## src/rtl/cpu_job_sequencer_if.sv

```systemverilog
// Bundles the host control, load/dump streams and the cpu external memory ports
// seen by cpu_job_sequencer.
interface cpu_job_sequencer_if #(
    parameter int unsigned IMEM_AW = 9,
    parameter int unsigned DMEM_AW = 10,
    parameter int unsigned RUN_W   = 32
);
    logic               start;
    logic [IMEM_AW:0]   imem_words;
    logic [DMEM_AW:0]   dmem_words;
    logic [RUN_W-1:0]   run_cycles;
    logic [DMEM_AW:0]   dump_words;

    logic               ld_valid;
    logic               ld_ready;
    logic [63:0]        ld_data;

    logic               dump_valid;
    logic               dump_ready;
    logic [63:0]        dump_data;

    logic               cpu_enable;
    logic [63:0]        addr_ext;
    logic               wen_ext;
    logic               ren_ext;
    logic [31:0]        wdata_ext;
    logic [63:0]        addr_ext_2;
    logic               wen_ext_2;
    logic               ren_ext_2;
    logic [63:0]        wdata_ext_2;
    logic [63:0]        rdata_ext_2;

    logic               busy;
    logic               done;

    // Host / environment side.
    modport master (
        output start, imem_words, dmem_words, run_cycles, dump_words,
        output ld_valid, ld_data, dump_ready, rdata_ext_2,
        input  ld_ready, dump_valid, dump_data, cpu_enable,
        input  addr_ext, wen_ext, ren_ext, wdata_ext,
        input  addr_ext_2, wen_ext_2, ren_ext_2, wdata_ext_2,
        input  busy, done
    );

    // Sequencer side.
    modport slave (
        input  start, imem_words, dmem_words, run_cycles, dump_words,
        input  ld_valid, ld_data, dump_ready, rdata_ext_2,
        output ld_ready, dump_valid, dump_data, cpu_enable,
        output addr_ext, wen_ext, ren_ext, wdata_ext,
        output addr_ext_2, wen_ext_2, ren_ext_2, wdata_ext_2,
        output busy, done
    );
endinterface

```

## src/rtl/cpu_job_sequencer.sv

```systemverilog
// Sequences one job on the core: load imem, load dmem, settle, run for a fixed
// cycle count, then stream a window of dmem back to the host.
module cpu_job_sequencer #(
    parameter int unsigned IMEM_AW = 9,
    parameter int unsigned DMEM_AW = 10,
    parameter int unsigned RUN_W   = 32
) (
    input  logic                clk,
    input  logic                arst_n,
    cpu_job_sequencer_if.slave  bus
);
    // k must hold the largest count itself so the last-word compare never wraps.
    localparam int unsigned K_W  = ((IMEM_AW > DMEM_AW) ? IMEM_AW : DMEM_AW) + 1;
    localparam int unsigned IW_W = IMEM_AW + 1;
    localparam int unsigned DW_W = DMEM_AW + 1;

    typedef enum logic [2:0] {
        S_IDLE, S_LOAD_I, S_LOAD_D, S_SETTLE, S_RUN, S_DUMP_REQ, S_DUMP_CAP, S_DUMP_OUT
    } state_e;

    state_e            state_q, state_d;
    logic [K_W-1:0]    k_q, k_d;
    logic [IW_W-1:0]   imem_words_q, imem_words_d;
    logic [DW_W-1:0]   dmem_words_q, dmem_words_d;
    logic [RUN_W-1:0]  run_cycles_q, run_cycles_d;
    logic [DW_W-1:0]   dump_words_q, dump_words_d;
    logic [RUN_W-1:0]  run_cnt_q, run_cnt_d;
    logic              ld_ready_q, ld_ready_d;
    logic              wen_q, wen_d;
    logic [63:0]       addr_q, addr_d;
    logic [31:0]       wdata_q, wdata_d;
    logic              wen2_q, wen2_d;
    logic              ren2_q, ren2_d;
    logic [63:0]       addr2_q, addr2_d;
    logic [63:0]       wdata2_q, wdata2_d;
    logic [63:0]       dump_data_q, dump_data_d;
    logic              dump_valid_q, dump_valid_d;
    logic              cpu_enable_q, cpu_enable_d;
    logic              busy_q, busy_d;
    logic              done_q, done_d;

    logic [K_W-1:0]    k_inc;
    logic              ld_fire;
    logic              dump_fire;

    assign k_inc     = k_q + K_W'(1);
    assign ld_fire   = bus.ld_valid && ld_ready_q;
    assign dump_fire = bus.dump_ready && dump_valid_q;

    always_ff @(posedge clk or negedge arst_n) begin
        if (!arst_n) begin
            state_q      <= S_IDLE;
            k_q          <= '0;
            imem_words_q <= '0;
            dmem_words_q <= '0;
            run_cycles_q <= '0;
            dump_words_q <= '0;
            run_cnt_q    <= '0;
            ld_ready_q   <= 1'b0;
            wen_q        <= 1'b0;
            addr_q       <= '0;
            wdata_q      <= '0;
            wen2_q       <= 1'b0;
            ren2_q       <= 1'b0;
            addr2_q      <= '0;
            wdata2_q     <= '0;
            dump_data_q  <= '0;
            dump_valid_q <= 1'b0;
            cpu_enable_q <= 1'b0;
            busy_q       <= 1'b0;
            done_q       <= 1'b0;
        end else begin
            state_q      <= state_d;
            k_q          <= k_d;
            imem_words_q <= imem_words_d;
            dmem_words_q <= dmem_words_d;
            run_cycles_q <= run_cycles_d;
            dump_words_q <= dump_words_d;
            run_cnt_q    <= run_cnt_d;
            ld_ready_q   <= ld_ready_d;
            wen_q        <= wen_d;
            addr_q       <= addr_d;
            wdata_q      <= wdata_d;
            wen2_q       <= wen2_d;
            ren2_q       <= ren2_d;
            addr2_q      <= addr2_d;
            wdata2_q     <= wdata2_d;
            dump_data_q  <= dump_data_d;
            dump_valid_q <= dump_valid_d;
            cpu_enable_q <= cpu_enable_d;
            busy_q       <= busy_d;
            done_q       <= done_d;
        end
    end

    always_comb begin
        state_d      = state_q;
        k_d          = k_q;
        imem_words_d = imem_words_q;
        dmem_words_d = dmem_words_q;
        run_cycles_d = run_cycles_q;
        dump_words_d = dump_words_q;
        run_cnt_d    = run_cnt_q;
        wen_d        = 1'b0;
        addr_d       = addr_q;
        wdata_d      = wdata_q;
        wen2_d       = 1'b0;
        addr2_d      = addr2_q;
        wdata2_d     = wdata2_q;
        dump_data_d  = dump_data_q;
        done_d       = done_q;

        unique case (state_q)
            S_IDLE: begin
                if (bus.start) begin
                    imem_words_d = bus.imem_words;
                    dmem_words_d = bus.dmem_words;
                    run_cycles_d = bus.run_cycles;
                    dump_words_d = bus.dump_words;
                    k_d          = '0;
                    done_d       = 1'b0;
                    if (bus.imem_words != '0) begin
                        state_d = S_LOAD_I;
                    end else if (bus.dmem_words != '0) begin
                        state_d = S_LOAD_D;
                    end else if (bus.run_cycles != '0) begin
                        state_d   = S_RUN;
                        run_cnt_d = bus.run_cycles;
                    end else if (bus.dump_words != '0) begin
                        state_d = S_DUMP_REQ;
                    end else begin
                        done_d = 1'b1;
                    end
                end
            end
            S_LOAD_I: begin
                if (ld_fire) begin
                    wen_d   = 1'b1;
                    addr_d  = 64'(k_q) << 2;
                    wdata_d = bus.ld_data[31:0];
                    if (k_inc == K_W'(imem_words_q)) begin
                        k_d     = '0;
                        state_d = (dmem_words_q != '0) ? S_LOAD_D : S_SETTLE;
                    end else begin
                        k_d = k_inc;
                    end
                end
            end
            S_LOAD_D: begin
                if (ld_fire) begin
                    wen2_d   = 1'b1;
                    addr2_d  = 64'(k_q) << 3;
                    wdata2_d = bus.ld_data;
                    if (k_inc == K_W'(dmem_words_q)) begin
                        k_d     = '0;
                        state_d = S_SETTLE;
                    end else begin
                        k_d = k_inc;
                    end
                end
            end
            // One idle cycle lets the last write pulse land before the core runs.
            S_SETTLE: begin
                if (run_cycles_q != '0) begin
                    state_d   = S_RUN;
                    run_cnt_d = run_cycles_q;
                end else if (dump_words_q != '0) begin
                    state_d = S_DUMP_REQ;
                end else begin
                    state_d = S_IDLE;
                    done_d  = 1'b1;
                end
            end
            S_RUN: begin
                run_cnt_d = run_cnt_q - RUN_W'(1);
                if (run_cnt_q == RUN_W'(1)) begin
                    if (dump_words_q != '0) begin
                        state_d = S_DUMP_REQ;
                    end else begin
                        state_d = S_IDLE;
                        done_d  = 1'b1;
                    end
                end
            end
            S_DUMP_REQ: state_d = S_DUMP_CAP;
            S_DUMP_CAP: begin
                dump_data_d = bus.rdata_ext_2;
                state_d     = S_DUMP_OUT;
            end
            S_DUMP_OUT: begin
                if (dump_fire) begin
                    if (k_inc == K_W'(dump_words_q)) begin
                        k_d     = '0;
                        state_d = S_IDLE;
                        done_d  = 1'b1;
                    end else begin
                        k_d     = k_inc;
                        state_d = S_DUMP_REQ;
                    end
                end
            end
            default: state_d = S_IDLE;
        endcase

        // Level outputs are registered copies of the next state.
        ld_ready_d   = (state_d == S_LOAD_I) || (state_d == S_LOAD_D);
        cpu_enable_d = (state_d == S_RUN);
        ren2_d       = (state_d == S_DUMP_REQ);
        dump_valid_d = (state_d == S_DUMP_OUT);
        busy_d       = (state_d != S_IDLE);
        if (ren2_d) begin
            addr2_d = 64'(k_d) << 3;
        end
    end

    assign bus.ld_ready    = ld_ready_q;
    assign bus.dump_valid  = dump_valid_q;
    assign bus.dump_data   = dump_data_q;
    assign bus.cpu_enable  = cpu_enable_q;
    assign bus.addr_ext    = addr_q;
    assign bus.wen_ext     = wen_q;
    assign bus.ren_ext     = 1'b0;
    assign bus.wdata_ext   = wdata_q;
    assign bus.addr_ext_2  = addr2_q;
    assign bus.wen_ext_2   = wen2_q;
    assign bus.ren_ext_2   = ren2_q;
    assign bus.wdata_ext_2 = wdata2_q;
    assign bus.busy        = busy_q;
    assign bus.done        = done_q;
endmodule

```

## src/flat_wrapper.sv

```systemverilog
// flat-port wrapper written by rule: the top's interface ports become plain ports
module cpu_job_sequencer_flat 
#(
    parameter int unsigned IMEM_AW = 9,
    parameter int unsigned DMEM_AW = 10,
    parameter int unsigned RUN_W   = 32
)
  (clk, arst_n, bus_start, bus_imem_words, bus_dmem_words, bus_run_cycles, bus_dump_words, bus_ld_valid, bus_ld_data, bus_dump_ready, bus_rdata_ext_2, bus_ld_ready, bus_dump_valid, bus_dump_data, bus_cpu_enable, bus_addr_ext, bus_wen_ext, bus_ren_ext, bus_wdata_ext, bus_addr_ext_2, bus_wen_ext_2, bus_ren_ext_2, bus_wdata_ext_2, bus_busy, bus_done);
  cpu_job_sequencer_if #(.IMEM_AW(IMEM_AW), .DMEM_AW(DMEM_AW), .RUN_W(RUN_W)) bus_i ();
  input  logic clk;
  input  logic arst_n;
  input wire logic [$bits(bus_i.start)-1:0] bus_start;
  input wire logic [$bits(bus_i.imem_words)-1:0] bus_imem_words;
  input wire logic [$bits(bus_i.dmem_words)-1:0] bus_dmem_words;
  input wire logic [$bits(bus_i.run_cycles)-1:0] bus_run_cycles;
  input wire logic [$bits(bus_i.dump_words)-1:0] bus_dump_words;
  input wire logic [$bits(bus_i.ld_valid)-1:0] bus_ld_valid;
  input wire logic [$bits(bus_i.ld_data)-1:0] bus_ld_data;
  input wire logic [$bits(bus_i.dump_ready)-1:0] bus_dump_ready;
  input wire logic [$bits(bus_i.rdata_ext_2)-1:0] bus_rdata_ext_2;
  output wire logic [$bits(bus_i.ld_ready)-1:0] bus_ld_ready;
  output wire logic [$bits(bus_i.dump_valid)-1:0] bus_dump_valid;
  output wire logic [$bits(bus_i.dump_data)-1:0] bus_dump_data;
  output wire logic [$bits(bus_i.cpu_enable)-1:0] bus_cpu_enable;
  output wire logic [$bits(bus_i.addr_ext)-1:0] bus_addr_ext;
  output wire logic [$bits(bus_i.wen_ext)-1:0] bus_wen_ext;
  output wire logic [$bits(bus_i.ren_ext)-1:0] bus_ren_ext;
  output wire logic [$bits(bus_i.wdata_ext)-1:0] bus_wdata_ext;
  output wire logic [$bits(bus_i.addr_ext_2)-1:0] bus_addr_ext_2;
  output wire logic [$bits(bus_i.wen_ext_2)-1:0] bus_wen_ext_2;
  output wire logic [$bits(bus_i.ren_ext_2)-1:0] bus_ren_ext_2;
  output wire logic [$bits(bus_i.wdata_ext_2)-1:0] bus_wdata_ext_2;
  output wire logic [$bits(bus_i.busy)-1:0] bus_busy;
  output wire logic [$bits(bus_i.done)-1:0] bus_done;
  assign bus_i.start = bus_start;
  assign bus_i.imem_words = bus_imem_words;
  assign bus_i.dmem_words = bus_dmem_words;
  assign bus_i.run_cycles = bus_run_cycles;
  assign bus_i.dump_words = bus_dump_words;
  assign bus_i.ld_valid = bus_ld_valid;
  assign bus_i.ld_data = bus_ld_data;
  assign bus_i.dump_ready = bus_dump_ready;
  assign bus_i.rdata_ext_2 = bus_rdata_ext_2;
  assign bus_ld_ready = bus_i.ld_ready;
  assign bus_dump_valid = bus_i.dump_valid;
  assign bus_dump_data = bus_i.dump_data;
  assign bus_cpu_enable = bus_i.cpu_enable;
  assign bus_addr_ext = bus_i.addr_ext;
  assign bus_wen_ext = bus_i.wen_ext;
  assign bus_ren_ext = bus_i.ren_ext;
  assign bus_wdata_ext = bus_i.wdata_ext;
  assign bus_addr_ext_2 = bus_i.addr_ext_2;
  assign bus_wen_ext_2 = bus_i.wen_ext_2;
  assign bus_ren_ext_2 = bus_i.ren_ext_2;
  assign bus_wdata_ext_2 = bus_i.wdata_ext_2;
  assign bus_busy = bus_i.busy;
  assign bus_done = bus_i.done;
  cpu_job_sequencer #(.IMEM_AW(IMEM_AW), .DMEM_AW(DMEM_AW), .RUN_W(RUN_W)) u_core (.clk(clk), .arst_n(arst_n), .bus(bus_i));
endmodule
```

## config.mk

```make
export PLATFORM = sky130hd
export DESIGN_NAME = cpu_job_sequencer_flat
export DESIGN_NICKNAME = d
export VERILOG_FILES = /design/src/rtl/cpu_job_sequencer_if.sv /design/src/rtl/cpu_job_sequencer.sv /design/src/flat_wrapper.sv
export SDC_FILE = /design/constraint.sdc
export NUM_CORES = 1
export LEC_CHECK = 0
export ABC_CLOCK_PERIOD_IN_PS = 4700
export CAP_MARGIN = 25
export CORE_MARGIN = 8
export CORE_UTILIZATION = 40
export CTS_BUF_LIST = sky130_fd_sc_hd__clkbuf_4 sky130_fd_sc_hd__clkbuf_8
export CTS_CLUSTER_DIAMETER = 30
export CTS_CLUSTER_SIZE = 20
export DETAILED_ROUTE_END_ITERATION = 16
export GPL_ROUTABILITY_DRIVEN = 0
export GPL_TIMING_DRIVEN = 0
export PLACE_DENSITY_LB_ADDON = 0.15
export SYNTH_ARGS = -nofsm -noshare
export SYNTH_HDL_FRONTEND = slang
export SYNTH_SLANG_ARGS = --single-unit
```

## constraint.sdc

```tcl
create_clock -name clk -period 4.7 [get_ports clk]
set_input_delay 0.705 -clock clk [delete_from_list [all_inputs] [get_ports clk]]
set_output_delay 0.705 -clock clk [all_outputs]
set_load 0.005 [all_outputs]
```

==> results.sh <==
export IMPL_powerDensity_nw_per_um2=590
export IMPL_root_buffer="clkbuf_8"
export IMPL_vdd_drop_max_mv=0.389
export IMPL_diodes=0
export IMPL_io_buffer_count=385
export IMPL_synth_ff_type="dfrtp_1"
export IMPL_r2r_slack_ns=1.23
export IMPL_syn_area_per_cell_sq_um=10.1
export IMPL_clk_latency_ns=0.61
export IMPL_drive_gt1_share_pct=19.1
export IMPL_path_class="reg2reg"
export IMPL_period_minus_slack_ns=3.47
export IMPL_end_kind="register"
export IMPL_cts_tree="built"
export IMPL_yosys_area_top_type="dfrtp_1"
export IMPL_seq_area_frac_synth_pct=50.7
export IMPL_dpl_cell_area_sq_um=19700
export IMPL_ios=494
export IMPL_ys_types=78
export IMPL_final_hold_violation_count=0
export IMPL_vias_per_cell=5.10
export IMPL_fin_crit_sh_pct=73.8
export IMPL_synth_common_cells="nand2_1, dfrtp_1, mux2_2, buf_4, o21ai_0"
export IMPL_wl_mm=51.2
export IMPL_skew_ns=0.0213
export IMPL_ant_nets=0
export IMPL_cts_hold_buf=0
export IMPL_grt_first_pass_wirelength_mm=79.2
export IMPL_syn2layout_area_growth_pct=44.5
export IMPL_firstDrtPassIters=8
export IMPL_yosysWarnings=0
export IMPL_hp_class="in2async"
export IMPL_slowest_stage="dfrtp_1"
export IMPL_drt_first_iter_violations=944
export IMPL_cp_slowest_stage_delay_ns=0.46
export IMPL_worstPathCellList="ha_1, buf_2, nand4_1, nor2_1, xnor3_1, a2111oi_2, a21oi_1, nor3_4, buf_6, nor3_1, a21o_1, a21o_1"
export IMPL_crit_top_cell="a21o_1"
export IMPL_worst_pin_slew_ns=0.836
export IMPL_yosysMostFrequentCell="nand2_1"
export IMPL_numCtsBuffers=72
export IMPL_setup_viol=0
export IMPL_htreeDepth=3
export IMPL_drv_slew=0
export IMPL_status="complete, no violations"
export IMPL_cap_violations=0
export IMPL_startpoint_type="register"
export IMPL_antenna_found_initial=1
export IMPL_rows=70
export IMPL_cts_buffer_depth=3
export IMPL_cts_resized=0
export IMPL_worst_slack_ns=1.23
export IMPL_p_leak_nw=9.99
export IMPL_post_dp_hpwl_mm=39.1
export IMPL_syn_instance_count=1473
export IMPL_synthArstFlopShare_pct=100
export IMPL_routed_via_count=13100
export IMPL_yosysTopAreaCellShare_pct=50.7
export IMPL_worstPathArrival_ns=3.97
export IMPL_wire_per_inst_um=19.9
export IMPL_grt_setup_unrepaired="no"
export IMPL_synth_edf_count=0
export IMPL_maxSlewHeadroom_pct=44.3
export IMPL_syn_area_sq_um=14800
export IMPL_grt_start_max_net_pins=117
export IMPL_cts_sinks=300
export IMPL_initial_core_util_pct=40.6
export IMPL_dieHeight_um=208
export IMPL_grt_pass1_vias=13200
export IMPL_die_area_sq_um=43400
export IMPL_gr_total_overflow=0
export IMPL_fin_nets=2245
export IMPL_crit_fanout=10
export IMPL_max_freq_ghz=0.288
export IMPL_required_ns=5.20
export IMPL_dieWidth_um=208
export IMPL_tns_ns=0
export IMPL_coreArea_sq_um=36500
export IMPL_clk_pin_slew_worst_paths_ns=0.06
export IMPL_grt_use_total_pct=22.9
export IMPL_drcViolationCount=0
export IMPL_post_cts_buffers=0
export IMPL_final_area_sq_um=21400
export IMPL_synth_seq_cells=300
export IMPL_synthTopCellsByArea="dfrtp_1, mux2_2, nand2_1"
export IMPL_pre_cts_ws_ns=0.962
## state kept, by name, summed over array words and instances, names as in the netlist, 3 cells and up
signal                  cells
u_core.bus.addr_ext        11
u_core.bus.addr_ext_2      11
u_core.bus.dump_data       64
u_core.bus.wdata_ext       32
u_core.bus.wdata_ext_2     64
u_core.dmem_words_q        11
u_core.dump_words_q        11
u_core.imem_words_q        10
u_core.k_q                 11
u_core.run_cnt_q           32
u_core.run_cycles_q        32
u_core.state_q              3
## through the flow
step	power [mW]	utilization [%]	instances	hold WS, ns
floorplan	6.72	-	1579	0.409
global placement	8.96	53.8	2432	0.458
detailed placement	9.06	54.0	2434	0.461
CTS	12.7	58.6	2564	0.0840
global route	13.3	58.6	2565	0.114
finish	12.6	58.6	2565	0.0804
## area by class of cell
| class | instances | area (sq um) |
|---|---|---|
| plain buffers | 180 | 1110 |
| clock buffers | 102 | 1320 |
| clock inverters | 28 | 368 |
| fillers | 3151 | 15100 |
| inverters | 16 | 60.1 |
| multi-input cells | 1083 | 6530 |
| flip-flops and latches | 300 | 7510 |
| well taps | 468 | 586 |
| repair buffers | 388 | 3920 |
## critical path: cells and delay by family (launching register included)
kind | cells | cell delay, ns
AO/OA/AOI/OAI | 4 | 1.02
AND/OR/NAND/NOR | 4 | 0.99
flip-flops | 1 | 0.46
buffers and inverters | 2 | 0.43
XOR/XNOR | 1 | 0.29
adder cells (fa/ha/maj) | 1 | 0.18
## kinds of logic (layout without fill, tap and decap cells)
family                     Yosys count  count (layout)  synth area share (%)
adders and majority gates            7               7                 0.591
muxes                              132             132                  9.99
other                                1             107                0.0253
DFF                                300             300                  50.7
buffers and inverters              196             714                  7.92
xor gates and xnor gates            37              37                  3.12
and+or+nand+nor                    587             587                  17.8
AOI/OAI and AO/OA                  213             213                  9.89
## cells in the final DEF, fill, tap and decap left out, types with 14 or more instances in the layout
master and count:
conb_1 107, nand2_1 377, clkinv_2 14, o21ai_0 69
inv_1 14, xnor2_1 18, clkbuf_8 89, clkdlybuf4s50_1 384
nor2_1 59, a21o_1 15, mux2_2 127, clkbuf_1 56
nor3_1 31, buf_4 110, a221oi_1 19, a21oi_1 27
nor4_1 39, dfrtp_1 300
## worst paths after layout
| check | to | depth (start not counted) | from |
|---|---|---|---|
| worst max-delay path | u_core.bus.addr_ext_2[12] | 12 | u_core.k_q[1] |
| worst min-delay path | u_core.bus.addr_ext[8] | 1 | arst_n |
| worst max register to register | u_core.bus.addr_ext_2[12] | 12 | u_core.k_q[1] |
| worst min register to register | u_core.bus.addr_ext[2] | 2 | u_core.bus.addr_ext[2] |
| max in group asynchronous | u_core.bus.dump_data[4] | 2 | arst_n |
| min in group clk | u_core.bus.addr_ext[2] | 2 | u_core.bus.addr_ext[2] |
## power by group
group	switching (mW)	total, mW	internal (mW)
registers	0.764	4.33	3.57
clock network	1.28	3.54	2.26
logic	2.23	4.74	2.51
## routing by layer
metal | vias up | track usage (%) | routed length (um)
met5 | - | 0 | 13
met4 | 2 | 5.19 | 926
met3 | 92 | 6.55 | 3890
met2 | 544 | 39.4 | 25700
met1 | 6383 | 28.1 | 20600
li1 | 6063 | - | -
Note: power is estimated with default switching activity, not from simulation.
